===== config.mk =====
export PLATFORM = sky130hd
export DESIGN_NAME = sprite_blitter
export DESIGN_NICKNAME = d
export VERILOG_FILES = /design/src/rtl/sprite_blitter.sv
export SDC_FILE = /design/constraint.sdc
export NUM_CORES = 1
export LEC_CHECK = 0
export CAP_MARGIN = 10
export CORE_MARGIN = 2
export CORE_UTILIZATION = 56
export DETAILED_ROUTE_END_ITERATION = 10
export GPL_ROUTABILITY_DRIVEN = 0
export PLACE_DENSITY = 0.84
export SLEW_MARGIN = 20
export SYNTH_ARGS = -nofsm -noshare
export SYNTH_HDL_FRONTEND = slang
export SYNTH_SLANG_ARGS = --single-unit
export TNS_END_PERCENT = 30

===== constraint.sdc =====
create_clock -name CLOCK_50 -period 9 [get_ports CLOCK_50]
set_input_delay 2.7 -clock CLOCK_50 [delete_from_list [all_inputs] [get_ports CLOCK_50]]
set_output_delay 2.7 -clock CLOCK_50 [all_outputs]
set_load 0.05 [all_outputs]

===== src/rtl/sprite_blitter.sv =====
// Sprite blitter: walks a SPR_W x SPR_H sprite ROM and streams clipped pixel writes to a vga_adapter.
// Optional build macro SPRITE_TRANSPARENT_EN: ROM bit 1 pixels are not plotted (transparent background).
module sprite_blitter #(
  parameter int SPR_W    = 80,
  parameter int SPR_H    = 120,
  parameter int SCR_W    = 160,
  parameter int SCR_H    = 120,
  parameter int ADDR_W   = 15,
  parameter int COLOUR_W = 3,
  parameter int N_SPR    = 3,
  parameter int SEL_W    = 2
) (
  input  logic                CLOCK_50,
  input  logic                reset_n,
  input  logic                start,
  input  logic [7:0]          x0,
  input  logic [6:0]          y0,
  input  logic [SEL_W-1:0]    sel,
  input  logic [COLOUR_W-1:0] fg_colour,
  input  logic [COLOUR_W-1:0] bg_colour,
  input  logic [N_SPR-1:0]    rom_q,
  output logic [ADDR_W-1:0]   rom_addr,
  output logic [7:0]          x,
  output logic [6:0]          y,
  output logic [COLOUR_W-1:0] colour,
  output logic                plot,
  output logic                busy,
  output logic                done,
  output logic [2:0]          dbg_state
);

  localparam int CW = (SPR_W > 1) ? $clog2(SPR_W) : 1;
  localparam int RW = (SPR_H > 1) ? $clog2(SPR_H) : 1;

  typedef enum logic [2:0] {
    S_IDLE   = 3'd0,
    S_DRAW   = 3'd1,
    S_FLUSH1 = 3'd2,
    S_FLUSH2 = 3'd3,
    S_DONE   = 3'd4
  } state_t;

  state_t r_state, w_next;

  logic [CW-1:0]       r_col;
  logic [RW-1:0]       r_row;
  logic [7:0]          r_x0;
  logic [6:0]          r_y0;
  logic [SEL_W-1:0]    r_sel;
  logic [COLOUR_W-1:0] r_fg, r_bg;

  logic                r_s1_valid, r_s1_in;
  logic [7:0]          r_s1_x;
  logic [6:0]          r_s1_y;

  logic                w_accept, w_col_last, w_last, w_rom_bit, w_plot_px;
  logic [8:0]          w_x_wide;
  logic [7:0]          w_y_wide;
  logic [SEL_W-1:0]    w_sel_clamped;

  assign w_accept      = (r_state == S_IDLE) && start;
  assign w_col_last    = (r_col == CW'(SPR_W - 1));
  assign w_last        = w_col_last && (r_row == RW'(SPR_H - 1));
  assign w_sel_clamped = (32'(sel) >= N_SPR) ? SEL_W'(N_SPR - 1) : sel;

  assign rom_addr  = ADDR_W'(32'(r_row) * 32'(SPR_W) + 32'(r_col));
  assign busy      = (r_state != S_IDLE);
  assign done      = (r_state == S_DONE);
  assign dbg_state = r_state;

  // One bit wider than the port so an origin near the edge cannot wrap back on screen.
  assign w_x_wide = {1'b0, r_x0} + 9'(r_col);
  assign w_y_wide = {1'b0, r_y0} + 8'(r_row);

  always_ff @(posedge CLOCK_50 or negedge reset_n) begin
    if (!reset_n) r_state <= S_IDLE;
    else          r_state <= w_next;
  end

  always_comb begin
    w_next = r_state;
    case (r_state)
      S_IDLE:   if (start) w_next = S_DRAW;
      S_DRAW:   if (w_last) w_next = S_FLUSH1;
      S_FLUSH1: w_next = S_FLUSH2;
      S_FLUSH2: w_next = S_DONE;
      S_DONE:   w_next = S_IDLE;
      default:  w_next = S_IDLE;
    endcase
  end

  always_ff @(posedge CLOCK_50 or negedge reset_n) begin
    if (!reset_n) begin
      r_col <= '0;
      r_row <= '0;
      r_x0  <= '0;
      r_y0  <= '0;
      r_sel <= '0;
      r_fg  <= '0;
      r_bg  <= '0;
    end else if (w_accept) begin
      r_col <= '0;
      r_row <= '0;
      r_x0  <= x0;
      r_y0  <= y0;
      r_sel <= w_sel_clamped;
      r_fg  <= fg_colour;
      r_bg  <= bg_colour;
    end else if (r_state == S_DRAW) begin
      if (w_col_last) begin
        r_col <= '0;
        r_row <= w_last ? '0 : r_row + 1'b1;
      end else begin
        r_col <= r_col + 1'b1;
      end
    end
  end

  // Stage 1 lines up the pixel position with the ROM's one-cycle read latency.
  always_ff @(posedge CLOCK_50 or negedge reset_n) begin
    if (!reset_n) begin
      r_s1_valid <= 1'b0;
      r_s1_in    <= 1'b0;
      r_s1_x     <= '0;
      r_s1_y     <= '0;
    end else begin
      r_s1_valid <= (r_state == S_DRAW);
      r_s1_in    <= (32'(w_x_wide) < SCR_W) && (32'(w_y_wide) < SCR_H);
      r_s1_x     <= w_x_wide[7:0];
      r_s1_y     <= w_y_wide[6:0];
    end
  end

  always_comb begin
    w_rom_bit = 1'b0;
    for (int i = 0; i < N_SPR; i++) begin
      if (r_sel == SEL_W'(i)) w_rom_bit = rom_q[i];
    end
  end

`ifdef SPRITE_TRANSPARENT_EN
  assign w_plot_px = r_s1_valid && r_s1_in && !w_rom_bit;
`else
  assign w_plot_px = r_s1_valid && r_s1_in;
`endif

  always_ff @(posedge CLOCK_50 or negedge reset_n) begin
    if (!reset_n) begin
      x      <= '0;
      y      <= '0;
      colour <= '0;
      plot   <= 1'b0;
    end else begin
      x      <= r_s1_x;
      y      <= r_s1_y;
      colour <= w_rom_bit ? r_bg : r_fg;
      plot   <= w_plot_px;
    end
  end

endmodule


== After elaboration in Yosys (flattened, before gate mapping) ==
Index checks and enable logic that the tools add are counted.

* Flip-flop bits (word level): 76
* Bits of input ports: 29
* Output and inout bits: 39
* Word-level logic and storage cells: 61

* $add $sub $neg: 5
* Multiply operators: 1
* Magnitude comparators: 3
* Equality and inequality tests: 10
* Mux-type cells: 15
* Reductions and logical operators: 11

{| class="wikitable"
|+ Operators with widths
! cell !! count
|-
| 2-to-1 mux 7 bit || 7
|-
| adder 14 x 7 -> 15 bit || 1
|-
| adder 7 x 1 -> 7 bit (second input constant) || 2
|-
| equality test 7 bit (second input constant) || 2
|-
| one-hot mux 3 bit (4 select lines) || 1
|-
| multiplier 7 x 3 -> 10 bit (second input constant) || 1
|-
| adder 8 x 7 -> 9 bit || 1
|-
| less-than comparator 9 x 8 -> 1 bit (second input constant) || 1
|-
| 2-to-1 mux 3 bit || 3
|-
| adder 7 x 7 -> 8 bit || 1
|-
| less-than comparator 8 x 7 -> 1 bit (second input constant) || 1
|-
| equality test 3 x 2 -> 1 bit (second input constant) || 2
|-
| logical AND 1 bit || 4
|-
| != test 2 bit (second input constant) || 2
|-
| AND reduction 2 bit || 2
|-
| nonzero test 2 bit || 2
|-
| equality test 3 x 1 -> 1 bit (second input constant) || 1
|-
| equality test 3 bit (second input constant) || 1
|-
| zero test 3 bit || 1
|-
| 2-to-1 mux 1 bit || 3
|-
| nonzero test 3 bit || 1
|-
| equality test 2 x 1 -> 1 bit (second input constant) || 1
|-
| equality test 2 bit (second input constant) || 1
|-
| greater-or-equal comparator 2 bit (second input constant) || 1
|-
| other kinds (2) || 2
|}

== Longest topological paths before layout ==
* Depth after elaboration: 6
* Gate-level depth with buffers: 8
* Gate-level depth less buffers: 8

== Least setup slack after synthesis ==
No wires, ideal clock.

* Path kind: register -> output
* From: register r_row[1]
* To: output rom_addr[12]
* Data arrival time: 2971 ps
* Data required time: 6300 ps
* Path slack: 3329 ps
* Stages on the path, launching flop included: 9
* Path buffers: 0
* Path through: dfrtp_1 ha_1 ha_1 fa_1 a21o_1 a21oi_1 xnor2_1 nand3_1 xnor2_1

* Cells in the longest elaborated chain, start to end: 2

{| class="wikitable"
|+ Ends and longest elaborated chain
! what !! RTL line !! source
|-
| from (decl) || 46 || <nowiki>logic [RW-1:0] r_row;</nowiki>
|-
| from (signal assigned) || 112 || <nowiki>r_row <= w_last ? '0 : r_row + 1'b1;</nowiki>
|-
| multiplier 7 x 3 -> 10 bit || 66 || <nowiki>assign rom_addr = ADDR_W'(32'(r_row) * 32'(SPR_W) + 32'(r_col));</nowiki>
|-
| adder 14 x 7 -> 15 bit || 66 ||
|-
| to (decl) || 22 || <nowiki>output logic [ADDR_W-1:0] rom_addr,</nowiki>
|}

Every way passes these cells.

== Worst setup path after layout ==
Same ends and word-level chain as after synthesis.

==> metrics <==
post-route clock period utilization=70.2%; vias=2752; RSZ-0062 raised after global routing=no; Routed WL=7140 µm; FMAX=158 MHz; Hold WS=351 ps; number of antenna-violating nets in the routed design=0; CP Launch Type=register; synth unique cells=51; H-tree Lvls=3; Setup CP Type=reg -> out; slowest cell on the critical path=clkdlybuf4s50_1; first-pass GRT wire length=12100 µm; share of layout cells above drive strength 1=12.7%; net count after synthesis=399; row count=30; non-filler cells, final=504; WP data required=6300 ps; CTS Hold Buffers Added=0; hpwl dp=5140 µm; Ports=68; Overflow after GRT=0; cts bufs inserted=9; Bufs on Longest Clock Path=2; max-cap viol count=0; final hold violations=0; slowest stage delay, CP=810 ps; DIE WIDTH=87.6 µm; CP Cell Sequence=ha_1, ha_1, fa_1, a21o_1, a21oi_1, xnor2_1, nand3_1, xnor2_1, clkdlybuf4s50_1; CP max FO=8; status=finished, final reports clean; antenna violations before repair=0; post-synthesis sequential area ratio=48.6%; Worst setup EP type=output pin; input/output buffers=66; DR pass1 iterations=4; core area=6790 µm²; P per Cell Area=290 nW/µm²; CTS tree=done; async set or reset register ratio after synthesis=100%; number of flops mapped to enable cells by yosys=0; hold crit path type=reg -> reg; Cell Area, Synth=3910 µm²; CTS root buf=clkbuf_8; WL per Instance=14.2 µm; worst vdd ir=0.212 mV; fin crit period=6320 ps; most frequent cell after synthesis=dfrtp_1; nets@finish=465; share of the synthesized area in the top cell type=48.6%; Area contributors post-synth=dfrtp_1, ha_1, mux2_2, xnor2_1, nor2_1; Setup violations, final=0; pins over their slew limit=0; Synth Register Bits=76; overall routing resource usage=20.3%; Die Area=7670 µm²; DP Worst Slack=3060 ps; height of the die=87.6 µm; clk_lat worst skew=350 ps; initial core utilization=57.6%; postcts setup bufs=0; pin count of the biggest net entering global routing=77; Worst-path clk slew=80 ps; syn_area_per_cell=11.6 µm²; vias in the first global route=2673; clock sink total=76; drt initial violations=100; min setup slack post-route=2680 ps; Yosys top cell by area=dfrtp_1; Power Total=1.38 mW; cell count after synthesis=337; Worst Path Arrival=3620 ps; Inst Count DP=488; area grow syn2layout=22.2%; Antenna Cells=0; Final Skew=7.19 ps; Vias/cell=5.46; top_reg_cell synth=dfrtp_1; relative slew slack=38.2%; P_leak=2.12 nW; commonest cells in the netlist=dfrtp_1, ha_1, nor2_1, mux2_2, xnor2_1; DRC Markers=0; TNS Setup=0 ps; # resized after CTS=0; Ys Warns=0; Slew @ Worst Pin=927 ps
-- placed cells by master, fill, tap and decap left out, drive strengths merged, types with 3 or more instances in the layout --
master	n
dfrtp	76
clkdlybuf4s50	65
ha	29
nor2	28
mux2	24
xnor2	16
o21ai	15
a21oi	14
nand2	14
inv	10
clkbuf	9
a211oi	8
nand3	7
nor3b	6
xor2	6
nor3	6
clkinv	6
o21bai	5
and2	5
o2111ai	5
a21o	5
fa	4
o21a	3
a31oi	3
and3	3
o211ai	3
nor2b	3
or4b	3
-- layer usage --
| metal | up-vias | wire length, µm | track usage, % |
|---|---|---|---|
| li1 | 1328 | - | - |
| met1 | 1338 | 3170 | 25.4 |
| met2 | 75 | 3480 | 33.5 |
| met3 | 11 | 398 | 7.54 |
| met4 | 0 | 100 | 5.45 |
| met5 | - | 0 | 0 |
-- sequential cells by signal (all words and copies together), names as in the netlist, 2 cells and up --
| signal | cells |
|---|---|
| r_s1_y | 7 |
| r_col | 7 |
| x | 8 |
| r_sel | 2 |
| r_row | 7 |
| dbg_state | 3 |
| colour | 3 |
| r_fg | 3 |
| r_bg | 3 |
| r_s1_x | 8 |
| r_x0 | 8 |
| r_y0 | 7 |
| y | 7 |
-- where the power goes --
group / internal (mW) / leakage (nW) / switching [mW]
registers: 0.425 / 0.931 / 0.0599
logic: 0.252 / 1.11 / 0.425
clock network: 0.0983 / 0.0848 / 0.124
total: 0.775 / 2.12 / 0.609
-- critical path, delay by kind of cell (launching register included) --
family / cells / cell delay, ps
flip-flops: 1 / 500
AND/OR/NAND/NOR: 1 / 120
AO/OA/AOI/OAI: 2 / 490
buffers and inverters: 1 / 810
XOR/XNOR: 2 / 350
adder cells (fa/ha/maj): 3 / 1010
-- path summary, 6_finish.rpt --
path | startpoint | endpoint | slack, ps | cells past startpoint
setup / recovery | r_row[1] | rom_addr[12] | 2680 | 9
setup reg to reg | r_row[0] | r_s1_in | 6370 | 7
hold / removal | r_s1_x[2] | x[2] | 350 | 0
max in group asynchronous | reset_n | r_col[4] | 5920 | 1
min in group asynchronous | reset_n | y[2] | 2480 | 1
hold reg to reg | r_s1_x[2] | x[2] | 350 | 0
-- kinds of logic (layout without fill, tap and decap cells) --
group / count (synthesis) / count (layout) / synth area share, %
adders and majority gates: 33 / 33 / 11.3
xor gates and xnor gates: 22 / 22 / 4.92
AOI/OAI and AO/OA: 66 / 66 / 11.4
and+or+nand+nor: 91 / 91 / 13.0
other: 1 / 1 / 0.0958
buffers and inverters: 23 / 94 / 3.39
DFF: 76 / 76 / 48.6
muxes: 25 / 25 / 7.16
-- metrics by stage --
step	area, µm²	util [%]
finish	4780	70.3
global route	4780	70.3
CTS	4780	70.3
detailed placement	4610	67.9
global placement	4610	67.9
floorplan	3910	-
-- cell type report --
type,instances,area [µm²]
clock inverters,7,43.8
well taps,96,120
multi-input cells,238,1880
fillers,489,2010
inverters,11,46.3
repair buffers,67,666
clock buffers,9,124
flip-flops and latches,76,1900
(Power assumes the default switching activity.)
